[src/rtl/online_pkg.sv]
// Shared digit encoding, conversion helpers and FSM state type for the
// radix-2 signed-digit online adder.
package online_pkg;

  localparam logic [1:0] SD_ZERO = 2'b00;
  localparam logic [1:0] SD_POS  = 2'b01;
  localparam logic [1:0] SD_NEG  = 2'b10;

  typedef enum logic [1:0] {
    ST_IDLE  = 2'd0,
    ST_RUN   = 2'd1,
    ST_FLUSH = 2'd2
  } state_e;

  // 2'b11 is a redundant zero and decodes the same as 2'b00.
  function automatic logic signed [1:0] sd_decode(input logic [1:0] d);
    case (d)
      SD_POS:  sd_decode = 2'sb01;
      SD_NEG:  sd_decode = 2'sb11;
      default: sd_decode = 2'sb00;
    endcase
  endfunction

  function automatic logic [1:0] sd_encode(input logic signed [1:0] v);
    if (v > 2'sb00) begin
      sd_encode = SD_POS;
    end else if (v < 2'sb00) begin
      sd_encode = SD_NEG;
    end else begin
      sd_encode = SD_ZERO;
    end
  endfunction

endpackage

[src/rtl/online_adder_stream_if.sv]
// Operand and result streams of the online adder.
// Handshake: a transfer happens on a rising clk edge where vld and rdy are both
// high; a source holds vld and data stable until that edge and never derives
// vld from rdy.
interface online_adder_stream_if;
  logic [1:0] x_in;
  logic       data_x_vld;
  logic       data_x_rdy;
  logic [1:0] y_in;
  logic       data_y_vld;
  logic       data_y_rdy;
  logic [1:0] data_out;
  logic       data_out_vld;
  logic       data_out_rdy;
  logic       data_out_last;

  modport slave (
    input  x_in, data_x_vld, y_in, data_y_vld, data_out_rdy,
    output data_x_rdy, data_y_rdy, data_out, data_out_vld, data_out_last
  );

  modport master (
    output x_in, data_x_vld, y_in, data_y_vld, data_out_rdy,
    input  data_x_rdy, data_y_rdy, data_out, data_out_vld, data_out_last
  );
endinterface

[src/rtl/online_tw_sel.sv]
// Splits a digit-pair sum p_j into transfer t_j and interim w_j
// (p_j = 2*t_j + w_j), looking one position ahead at p_{j+1}.
module online_tw_sel (
  input  logic signed [2:0] p_cur,
  input  logic signed [2:0] p_next,
  output logic signed [1:0] t,
  output logic signed [1:0] w
);

  always_comb begin
    t = 2'sb00;
    w = 2'sb00;
    case (p_cur)
      3'b010: t = 2'sb01;
      3'b110: t = 2'sb11;
      // +/-1 pushes the transfer toward the sign of the next sum so that
      // w_j + t_{j+1} never leaves {-1,0,1}.
      3'b001: begin
        if (p_next >= 3'sb000) begin
          t = 2'sb01;
          w = 2'sb11;
        end else begin
          w = 2'sb01;
        end
      end
      3'b111: begin
        if (p_next <= 3'sb000) begin
          t = 2'sb11;
          w = 2'sb01;
        end else begin
          w = 2'sb11;
        end
      end
      default: begin
        t = 2'sb00;
        w = 2'sb00;
      end
    endcase
  end

endmodule

[src/rtl/online_adder_stream.sv]
// Streaming radix-2 signed-digit online adder, MSD first, online delay 2,
// with valid/ready on both operand channels and the result channel.
module online_adder_stream
  import online_pkg::*;
#(
  parameter int DIGITS = 8
) (
  input  logic                 clk,
  input  logic                 asyn_reset,
  online_adder_stream_if.slave bus,
  output logic                 busy,
  output state_e               state_dbg
);

  localparam int CNT_W = $clog2(DIGITS + 3);
  localparam logic [CNT_W-1:0] CNT_PRE_LAST = CNT_W'(DIGITS - 1);
  localparam logic [CNT_W-1:0] CNT_END      = CNT_W'(DIGITS + 1);

  state_e            state;
  logic [CNT_W-1:0]  cnt;
  logic signed [2:0] p_prev2;
  logic signed [2:0] p_prev1;
  logic signed [2:0] p_new;
  logic signed [2:0] p_in;
  logic signed [1:0] x_val;
  logic signed [1:0] y_val;
  logic signed [1:0] w_k;
  logic signed [1:0] t_k1;
  logic signed [1:0] t_unused;
  logic signed [1:0] w_unused;
  logic signed [1:0] z_sum;
  logic              out_free;
  logic              acc;
  logic              fire;
  logic              flush_step;
  logic              emit;

  assign x_val = sd_decode(bus.x_in);
  assign y_val = sd_decode(bus.y_in);
  assign p_new = {x_val[1], x_val} + {y_val[1], y_val};
  // While flushing, the operand positions past DIGITS are implicit zeros.
  assign p_in  = (state == ST_FLUSH) ? 3'sb000 : p_new;

  online_tw_sel u_sel_w (
    .p_cur  (p_prev2),
    .p_next (p_prev1),
    .t      (t_unused),
    .w      (w_k)
  );

  online_tw_sel u_sel_t (
    .p_cur  (p_prev1),
    .p_next (p_in),
    .t      (t_k1),
    .w      (w_unused)
  );

  assign z_sum = w_k + t_k1;

  assign out_free   = !bus.data_out_vld || bus.data_out_rdy;
  assign acc        = !asyn_reset && ((state == ST_IDLE) || (state == ST_RUN)) && out_free;
  assign fire       = acc && bus.data_x_vld && bus.data_y_vld;
  assign flush_step = (state == ST_FLUSH) && out_free;
  assign emit       = (fire && (state == ST_RUN)) || flush_step;

  assign bus.data_x_rdy = acc && bus.data_y_vld;
  assign bus.data_y_rdy = acc && bus.data_x_vld;
  assign busy           = (state != ST_IDLE);
  assign state_dbg      = state;

  always_ff @(posedge clk or posedge asyn_reset) begin
    if (asyn_reset) begin
      state             <= ST_IDLE;
      cnt               <= '0;
      p_prev2           <= 3'sb000;
      p_prev1           <= 3'sb000;
      bus.data_out      <= SD_ZERO;
      bus.data_out_vld  <= 1'b0;
      bus.data_out_last <= 1'b0;
    end else begin
      if (emit) begin
        bus.data_out      <= sd_encode(z_sum);
        bus.data_out_vld  <= 1'b1;
        bus.data_out_last <= (state == ST_FLUSH) && (cnt == CNT_END);
      end else if (bus.data_out_rdy) begin
        bus.data_out_vld  <= 1'b0;
        bus.data_out_last <= 1'b0;
      end

      case (state)
        ST_IDLE: begin
          cnt <= '0;
          if (fire) begin
            p_prev2 <= 3'sb000;
            p_prev1 <= p_new;
            cnt     <= CNT_W'(1);
            state   <= ST_RUN;
          end
        end
        ST_RUN: begin
          if (fire) begin
            p_prev2 <= p_prev1;
            p_prev1 <= p_new;
            cnt     <= cnt + 1'b1;
            if (cnt == CNT_PRE_LAST) begin
              state <= ST_FLUSH;
            end
          end
        end
        ST_FLUSH: begin
          if (flush_step) begin
            if (cnt == CNT_END) begin
              p_prev2 <= 3'sb000;
              p_prev1 <= 3'sb000;
              cnt     <= '0;
              state   <= ST_IDLE;
            end else begin
              p_prev2 <= p_prev1;
              p_prev1 <= p_in;
              cnt     <= cnt + 1'b1;
            end
          end
        end
        default: begin
          state <= ST_IDLE;
          cnt   <= '0;
        end
      endcase
    end
  end

endmodule

[src/flat_wrapper.sv]
// flat-port wrapper written by rule: the top's interface ports become plain ports
module online_adder_stream_flat import online_pkg::*;
#(
  parameter int DIGITS = 8
)
  (clk, asyn_reset, busy, state_dbg, bus_x_in, bus_data_x_vld, bus_y_in, bus_data_y_vld, bus_data_out_rdy, bus_data_x_rdy, bus_data_y_rdy, bus_data_out, bus_data_out_vld, bus_data_out_last);
  online_adder_stream_if bus_i ();
  input  logic clk;
  input  logic asyn_reset;
  output logic busy;
  output state_e state_dbg;
  input wire logic [$bits(bus_i.x_in)-1:0] bus_x_in;
  input wire logic [$bits(bus_i.data_x_vld)-1:0] bus_data_x_vld;
  input wire logic [$bits(bus_i.y_in)-1:0] bus_y_in;
  input wire logic [$bits(bus_i.data_y_vld)-1:0] bus_data_y_vld;
  input wire logic [$bits(bus_i.data_out_rdy)-1:0] bus_data_out_rdy;
  output wire logic [$bits(bus_i.data_x_rdy)-1:0] bus_data_x_rdy;
  output wire logic [$bits(bus_i.data_y_rdy)-1:0] bus_data_y_rdy;
  output wire logic [$bits(bus_i.data_out)-1:0] bus_data_out;
  output wire logic [$bits(bus_i.data_out_vld)-1:0] bus_data_out_vld;
  output wire logic [$bits(bus_i.data_out_last)-1:0] bus_data_out_last;
  assign bus_i.x_in = bus_x_in;
  assign bus_i.data_x_vld = bus_data_x_vld;
  assign bus_i.y_in = bus_y_in;
  assign bus_i.data_y_vld = bus_data_y_vld;
  assign bus_i.data_out_rdy = bus_data_out_rdy;
  assign bus_data_x_rdy = bus_i.data_x_rdy;
  assign bus_data_y_rdy = bus_i.data_y_rdy;
  assign bus_data_out = bus_i.data_out;
  assign bus_data_out_vld = bus_i.data_out_vld;
  assign bus_data_out_last = bus_i.data_out_last;
  online_adder_stream #(.DIGITS(DIGITS)) u_core (.clk(clk), .asyn_reset(asyn_reset), .bus(bus_i), .busy(busy), .state_dbg(state_dbg));
endmodule
[config.mk]
export PLATFORM = sky130hd
export DESIGN_NAME = online_adder_stream_flat
export DESIGN_NICKNAME = d
export VERILOG_FILES = /design/src/rtl/online_pkg.sv /design/src/rtl/online_adder_stream_if.sv /design/src/rtl/online_tw_sel.sv /design/src/rtl/online_adder_stream.sv /design/src/flat_wrapper.sv
export SDC_FILE = /design/constraint.sdc
export NUM_CORES = 1
export LEC_CHECK = 0
export CORE_MARGIN = 2
export CORE_UTILIZATION = 56
export DETAILED_ROUTE_END_ITERATION = 8
export GPL_ROUTABILITY_DRIVEN = 0
export GPL_TIMING_DRIVEN = 0
export PLACE_DENSITY_LB_ADDON = 0.1
export RECOVER_POWER = 100
export SLEW_MARGIN = 20
export SYNTH_ARGS = -nofsm -noshare
export SYNTH_HDL_FRONTEND = slang
export SYNTH_SLANG_ARGS = --single-unit
[constraint.sdc]
create_clock -name clk -period 3.5 [get_ports clk]
set_clock_uncertainty 0.05 [all_clocks]
set_input_delay 0.35 -clock clk [delete_from_list [all_inputs] [get_ports clk]]
set_output_delay 0.35 -clock clk [all_outputs]
set_load 0.005 [all_outputs]
[After elaboration in Yosys (flattened, before gate mapping)]
Cells that the tools add are included.
Operators by class
  muxes and demuxes: 34
  reductions and logical operators: 23
  equality and inequality tests: 20
  order comparisons: 6
  add/sub/neg operators: 3
Operator list (number)
  $mux 3: 8
  $mux 2: 10
  $mux 4: 3
  $pmux 2 s2: 3
  $pmux 4 s3: 1
  $eq 3x3->1 const B: 3
  $pmux 3 s3: 1
  $logic_and 1x1->1: 8
  $ne 2x1->1 const B: 4
  $pmux 2 s4: 1
  $eq 2x1->1 const B: 3
  $eq 2x2->1 const B: 3
  $eq 3x1->1 const B: 2
  $ge 3x1->1 const B: 2
  $le 3x1->1 const B: 2
  $pmux 2 s3: 1
  $pmux 3 s2: 1
  $reduce_bool 2->1: 3
  $mux 1: 5
  $reduce_and 5->1: 1
  $add 4x1->4 const B: 1
  $eq 4x3->1 const B: 1
  $eq 4x4->1 const B: 1
  $ne 2x2->1 const B: 2
  other kinds (13): 16
Word-level totals
  output and inout bits: 9
  register bits: 16
  logic and storage cells: 93

[Longest topological paths before layout]
Gate-level depths: netlist (run 1).
  word-level depth: 11
  mapped depth: 12

[By module]
From an unflattened synthesis (run 1), not the netlist that was laid out.
Second synthesis, totals
  cells, all modules: 129
  area total of the unflattened synthesis: 1320.0 sq um
By module, submodules not included
  online_adder_stream: seq. area each 400.4 sq um, instances 1, area an instance 1154.9 sq um, cells an instance 105
  online_tw_sel: seq. area each 0.0 sq um, instances 2, area an instance 82.6 sq um, cells an instance 12

[Worst setup path after synthesis (run 1)]
Ideal clock, no wire load.
  path kind: in2reg
  start point: input bus_y_in[0]
  end point: register u_core.bus.data_out[1]
  path buffers: 0
  arrival time: 2555 ps
  path slack: 776 ps
  library setup time: 120 ps
  stages on the path: 12
  path through: inv_1 -> ha_1 -> inv_1 -> ha_1 -> fa_1 -> nor2_1 -> o21ai_0 -> nand2_1 -> a32o_1 -> ha_1 -> or3_1 -> a31o_1
On the way
  word-level cells in the longest chain between the ends: 11
  elaborated cells between the ends (all ways): 15
Ends and longest elaborated chain
  start: declaration: RTL line flat_wrapper.sv:14  | input wire logic [$bits(bus_i.y_in)-1:0] bus_y_in;
  $eq 2x2->1 or $eq 2x1->1 (tied branches): RTL line online_pkg.sv:17  | case (d)
  $pmux 2 s2 (*): RTL line online_pkg.sv:17
  $add 2x2->3 (*): RTL line online_adder_stream.sv:40  | assign p_new = {x_val[1], x_val} + {y_val[1], y_val};
  $mux 3 (*): RTL line online_adder_stream.sv:42  | assign p_in = (state == ST_FLUSH) ? 3'sb000 : p_new;
  $le 3x1->1 or $ge 3x1->1 (tied branches): RTL line online_tw_sel.sv:27, online_tw_sel.sv:19
  $mux 2 or $mux 1 (tied branches): RTL line online_tw_sel.sv:27, online_tw_sel.sv:19
  $pmux 2 s4 (*): RTL line online_tw_sel.sv:13  | case (p_cur)
  $add 2x2->2 (*): RTL line online_adder_stream.sv:58  | assign z_sum = w_k + t_k1;
  $lt 2x1->1: RTL line online_pkg.sv:27  | end else if (v < 2'sb00) begin
  $mux 2: RTL line online_pkg.sv:27
  $mux 2 (*): RTL line online_pkg.sv:25  | if (v > 2'sb00) begin
  end signal: assignment: RTL line online_adder_stream.sv:82  | bus.data_out <= sd_encode(z_sum);
  end: declaration: RTL line online_adder_stream_if.sv:19  | output data_x_rdy, data_y_rdy, data_out, data_out_vld, data_out_last
Every way passes the cells marked *; elsewhere a longest branch is shown, timed or not.
A chain may end at the register's enable or synchronous reset.

[Final worst setup path (run 1)]
Same ends and word-level chain as after synthesis.

==> impl_results.md, run 1 <==
* Residual DRC at 0
* Final Hold Fails at 0
* Multi-input logic area at between 600 and 700 um^2
* Initial antenna violation count at 0
* FP Rows at 16
* First-pass GRT wire length at slightly below 4000 um
* Startpoint types: input port
* Diode count at 0
* Latest clock arrival within the worst-skew pair at 290 ps
* Critical path class: in -> reg
* Hold buffer count at cts at 0
* CTS tree: built
* Post-synth cell types at 40
* Area added between synthesis and finish at 20.6%
* Pin count of the biggest net entering global routing at 20
* DP Wirelength at 1810 um
* Routed met3 length at 74 um
* Max-Cap Viols at 0
* Cell Area, Placed at 1330 um^2
* Die span in y at between 40 and 50 um
* Fin Hold WS at 488 ps
* Post-synth EDFFs at 0
* Slew Viols, Final at 0
* Root Buffer Master: clkbuf_4
* Post-Syn Area at 1130 um^2
* Total congestion overflow at 0
* Clk slew on worst S/H paths at 100 ps
* Synth Flop Type: dfrtp_1
* Crit path DAT at ~3300 ps
* Vias per inst at 5.67
* Avg Cell Area, Syn at ~9.6 um^2
* Final WL at 2320 um
* Layout fillers at about 160
* Leakage power at 0.653 nW
* Die area at 2390 um^2
* Iteration-0 DRC count of the detailed router at 13
* Port buffer count at 17
* Total Routing Usage GR at 0.210
* Post-CTS sizing at 0
* Maximum clock frequency at approximately 320 MHz
* Final min period at around 3100 ps
* Part of the cycle the worst path needs at 0.898
* Vias in the first global route at about 960
* HP Class: reg -> reg
* R2R Path Start: u_core.state_dbg[0]
* IO Pins at 18
* Reg area at around 400 um^2
* DR pass1 iterations at 4
* Nets@finish at 161
* Worst Path Max Fanout at 4
* Vias at 941
* Starting Density at 0.588
* Worst hold path startpoint: u_core.p_prev2[0]
* Syn Inst Count at 118
* Warnings, synthesis at 0
* Wire per inst at about 14 um
* # H-tree levels at 1
* Post-synth ARST share at 1.00
* DR WL met2 at 1230 um
* Synth Register Bits at 16
* Area of the core at around 1900 um^2
* Metal-1 WL at just over 1000 um
* Outcome: complete, no violations
* # Post-CTS Setup Buffers at 0
* Setup Total Neg Slack at 0 ps
* Sequential area share after synthesis at 0.354
* Critical Path Source: bus_y_in[0]
* CTS Buf Count at 3
* Worst-margin pin slew at 735 ps
* Worst IR Drop VDD at between 0.4 and 0.5 mV
* Rel. slew slack at 0.509
* RSZ-0062 raised after global routing: false
* Setup crit end kind: register
* Worst path required time at 3640 ps
* Post-route antenna net violation count at 0
* Fraction of layout cells with a size suffix above 1 at 0.0791
* Pwr/cell area at 698 nW/um^2
* Clk sinks at 16
* Die W at 48.9 um
* Syn Nets at 139
* CTS Buffer Depth at 2
* Final Setup Violations at 0
* Final instance area at 1360 um^2
* Top sig layer: met4
==> cells in the mapped netlist, drive strengths merged (2+ instances only) <==
| library cell | count | share of area |
|---|---|---|
| or2 | 3 | 0.017 |
| a22o | 9 | 0.070 |
| nand2b | 4 | 0.029 |
| dfrtp | 16 | 0.35 |
| inv | 16 | 0.053 |
| nand3 | 2 | 0.0089 |
| and2b | 2 | 0.013 |
| o21ai | 6 | 0.027 |
| and2 | 4 | 0.022 |
| nand3b | 5 | 0.033 |
| nor2 | 7 | 0.023 |
| a32o | 2 | 0.018 |
| nand2 | 5 | 0.017 |
| a21oi | 4 | 0.018 |
| ha | 11 | 0.12 |
==> cells in the final DEF (no fill, tap or decap), types with 2 or more instances in the layout <==
cell,count
dfrtp_1,16
nand2_1,5
nand3b_1,5
dlygate4sd3_1,9
a22o_1,9
a21oi_1,4
or2_2,3
a32o_1,2
and2_0,2
and2b_1,2
inv_1,15
nand2b_1,3
nand3_1,2
and2_1,2
clkdlybuf4s50_1,8
ha_1,11
nor2_1,7
clkbuf_4,3
o21ai_0,6
==> through the flow <==
step / setup slack (ps) / std cells / total power, mW / utilization
2_1_floorplan: 776 / 118 / 0.664 / -
3_3_place_gp: 215 / 162 / 0.820 / 0.694
3_5_place_dp: 166 / 162 / 0.844 / 0.694
4_1_cts: 464 / 166 / 0.971 / 0.713
5_1_grt: 234 / 166 / 1.03 / 0.709
6_report: 357 / 166 / 0.951 / 0.709
==> power breakdown <==
part / internal (mW) / total, mW / leakage, nW / switching [mW]
Clock: 0.0633 / 0.127 / 0.0210 / 0.0635
Combinational: 0.247 / 0.502 / 0.421 / 0.255
Sequential: 0.250 / 0.322 / 0.211 / 0.0725
Total: 0.560 / 0.951 / 0.653 / 0.391
==> worst paths after layout <==
path	to	slack, ps	depth (start not counted)
max	u_core.bus.data_out[1]	360	13
min	u_core.p_prev2[0]	490	1
max reg2reg	u_core.bus.data_out[1]	1080	9
min reg2reg	u_core.p_prev2[0]	490	1
max in group asynchronous	u_core.bus.data_out[0]	2280	2
min in group asynchronous	u_core.bus.data_out_vld	660	2
==> logic make-up (layout without fill, tap and decap cells) <==
kind of cell | after synthesis | count (layout) | synth area share
and+or+nand+nor | 41 | 41 | 0.219
adders and majority gates | 12 | 12 | 0.140
AOI/OAI and AO/OA | 31 | 31 | 0.215
muxes | 2 | 2 | 0.0188
DFF | 16 | 16 | 0.354
buffers and inverters | 16 | 37 | 0.0531
==> state kept, by name, summed over array words and instances (netlist names) <==
register,cells
u_core.cnt,4
u_core.p_prev1,3
u_core.p_prev2,3
u_core.bus.data_out,2
u_core.state_dbg,2
u_core.bus.data_out_last,1
u_core.bus.data_out_vld,1
==> layout make-up <==
class | count | area share
Timing Repair Buffer | 17 | 0.125
Tap cell | 27 | 0.0248
Clock buffer | 4 | 0.0266
Sequential cell | 16 | 0.294
Inverter | 16 | 0.0441
Multi-Input combinational cell | 86 | 0.486
==> routing by layer <==
metal / vias to the layer above / track usage
met5: - / 0
met4: 0 / 0.0714
met3: 2 / 0.0215
met2: 26 / 0.386
met1: 447 / 0.253
li1: 466 / -
==> critical path, cell delays in order <==
cell	delay, ps
dlygate4sd3_1	530
inv_1	40
ha_1	260
inv_1	40
ha_1	200
fa_1	510
nor2_1	60
o21ai_0	180
nand2_1	80
a32o_1	220
ha_1	230
or3_1	380
a31o_1	210
(Power assumes the default switching activity.)
==> run 2: changes to the inputs <==
--- a/config.mk
+++ b/config.mk
@@ -7,6 +7,8 @@
 export LEC_CHECK = 0
 export CORE_MARGIN = 2
 export CORE_UTILIZATION = 56
+export CTS_BUF_LIST = sky130_fd_sc_hd__clkbuf_8 sky130_fd_sc_hd__clkbuf_16
+export CTS_CLUSTER_SIZE = 30
 export DETAILED_ROUTE_END_ITERATION = 8
 export GPL_ROUTABILITY_DRIVEN = 0
 export GPL_TIMING_DRIVEN = 0
==> run 2 against run 1 <==
Fmax shrank 0.11%. Combinational power hardly changed. Final area increased by 1.4%. Largest cell class unchanged. Via count up 2.1%. Worst hold slack got worse by 9.1 ps. Total power up 4.8%. Die area is the same. Count of clock-buffer cells in the layout unchanged.
==> impl_results.md, run 2 (same netlist as run 1, synthesis figures left out) <==
* Delay-heaviest family, CP: adder cells
* Final Hold Fails at 0 (unchanged)
* Residual DRC at 0 (unchanged)
* FP Rows at 16 (unchanged)
* Die span in y at 48.9 um (unchanged)
* Vias at 961 (+2.1%)
* Iteration-0 DRC count of the detailed router at 15 (+2)
* Initial antenna violation count at 0 (unchanged)
* Root Buffer Master: clkbuf_8
* # Post-CTS Setup Buffers at 0 (unchanged)
* P_sw at 0.399 mW (+2.1%)
* Net Sw Frac at 0.401 (-0.0106)
* Final instance area at 1380 um^2 (+1.4%)
* Post-CTS sizing at 0 (unchanged)
* Top Registers: u_core.cnt: 4 flops, u_core.p_prev1: 3 flops, u_core.p_prev2: 3 flops
* Placed instance count at 162 (unchanged)
* Startpoint types: input port
* Pwr/cell area at 721 nW/um^2 (+3.4%)
* Commonest non-fill, non-tap cell in the layout: dfrtp_1
* Setup Total Neg Slack at 0 ps (unchanged)
* Vias in the first global route at 994 (+3.6%)
* Pin count of the biggest net entering global routing at 20 (unchanged)
* Starting Density at 0.588 (unchanged)
* Port buffer count at 17 (unchanged)
* Fraction of layout cells with a size suffix above 1 at 0.0791 (unchanged)
* P_int at 0.597 mW (+6.7%)
* Total congestion overflow at 0 (unchanged)
* Part of the cycle the worst path needs at 0.899 (+0.000964)
* DR pass1 iterations at 4 (unchanged)
* Nets@finish at 161 (unchanged)
* # H-tree levels at 1 (unchanged)
* Worst Path Max Fanout at 4 (unchanged)
* Crit-path max cell delay at 530 ps (about the same)
* Diode count at 0 (unchanged)
* Slew Viols, Final at 0 (unchanged)
* IO Pins at 18 (unchanged)
* Worst-margin pin slew at 729 ps (-5.97 ps)
* Die W at 48.9 um (unchanged)
* CTS tree: built
* Clk sinks at 16 (unchanged)
* Outcome: complete, no violations
* Setup crit end kind: register
* CP max stage cell: dlygate4sd3_1
* Final Setup Violations at 0 (unchanged)
* Logic pwr share at 0.505 (-0.023)
* Worst path bufs/invs at 3 (unchanged)
* Clk slew on worst S/H paths at 70 ps (-30 ps)
* Most frequent cells in the layout: dfrtp_1 (16), inv_1 (15), ha_1 (11), a22o_1 (9), dlygate4sd3_1 (9)
* HP Class: reg -> reg
* Area added between synthesis and finish at 22.3%
* Hold buffer count at cts at 0 (unchanged)
* Worst path required time at 3600 ps (-40 ps)
* Post-Layout Cell Count at 166 (unchanged)
* Final WL at 2360 um (+1.6%)
* Tot Pwr at 0.996 mW (+4.8%)
* Rel. slew slack at 0.513 (+0.00399)
* Die area at 2390 um^2 (unchanged)
* Biggest register: u_core.cnt
* Area of the core at 1920 um^2 (unchanged)
* Cell Area, Placed at 1330 um^2 (unchanged)
* Final min period at 3150 ps (+3.38 ps)
* CTS Buffer Depth at 2 (unchanged)
* Worst IR Drop VDD at 0.399 mV (-13%)
* Crit path DAT at 3240 ps (-40 ps)
* Fin util at 0.719 (+0.00977)
* RSZ-0062 raised after global routing: false
* Latest clock arrival within the worst-skew pair at 260 ps (-30 ps)
* Maximum clock frequency at 318 MHz (-0.11%)
* Leakage power at 0.661 nW (+1.2%)
* DP Wirelength at 1810 um (unchanged)
* Sequential power share at 0.324 (-0.015)
* Max reg flops at 4 (unchanged)
* CP dominant cell by count: ha_1
* Critical path class: in -> reg
* Post-route antenna net violation count at 0 (unchanged)
* Clk pwr share at 0.171 (+0.038)
* Wire per inst at 14.2 um (+1.6%)
* CTS Buf Count at 3 (unchanged)
* Crit-path cells: dlygate4sd3_1 > inv_1 > ha_1 > inv_1 > ha_1 > fa_1 > nor2_1 > o21ai_0 > nand2_1 > a32o_1 > ha_1 > or3_1 > a31o_1
* Vias per inst at 5.79 (+2.1%)
* First-pass GRT wire length at 4040 um (+2.6%)
* Total Routing Usage GR at 0.220 (+0.00989)
* Max-Cap Viols at 0 (unchanged)
run 2: worst paths after layout:
kind / start / to / slack, ps / cells past startpoint
worst max-delay path: bus_y_in[0] / u_core.bus.data_out[1] / 350 / 13
worst min-delay path: u_core.p_prev2[0] / u_core.p_prev2[0] / 480 / 1
worst max register to register: u_core.state_dbg[0] / u_core.bus.data_out[1] / 1120 / 9
worst min register to register: u_core.p_prev2[0] / u_core.p_prev2[0] / 480 / 1
max in group asynchronous: asyn_reset / u_core.bus.data_out[1] / 2240 / 2
min in group asynchronous: asyn_reset / u_core.bus.data_out_vld / 690 / 2
run 2: layer usage:
| metal | global-route usage | vias up | share of wire |
|---|---|---|---|
| met4 | 0.119 | 0 | 0.012 |
| met1 | 0.251 | 464 | 0.43 |
| met3 | 0.0337 | 3 | 0.036 |
| met5 | 0 | - | 0 |
| met2 | 0.390 | 25 | 0.52 |
| li1 | - | 469 | - |
run 2: power by group through the flow:
| stage | combinational (mW) | clock [mW] | sequential (mW) |
|---|---|---|---|
| 5_1_grt | 0.563 | 0.178 | 0.337 |
| 3_3_place_gp | 0.497 | 0 | 0.323 |
| 2_1_floorplan | 0.352 | 0 | 0.312 |
| 4_1_cts | 0.522 | 0.171 | 0.324 |
| 6_report | 0.503 | 0.170 | 0.323 |
| 3_5_place_dp | 0.516 | 0 | 0.327 |
run 2: stage by stage:
step	setup slack [ps]	hold slack, ps
final	354	479
after global routing	188	505
after CTS	426	483
after detailed placement	166	464
after global placement	215	457
after floorplan	776	246
run 2: worst register-to-register path, cell delays in order, from the launching register on:
cell and delay, ps:
dfrtp_1 420, inv_1 110, ha_1 260, nand2b_4 160, o21ai_0 160, nand2_1 70, a32o_1 220, ha_1 230
or3_1 380, a31o_1 210
run 2: cell type report:
cell class	instances	area [um^2]
Multi-Input combinational cell	86	662
Sequential cell	16	400
Timing Repair Buffer	17	170
Clock buffer	4	55.1
Inverter	16	60.1
Tap cell	27	33.8
Fill cell	154	541
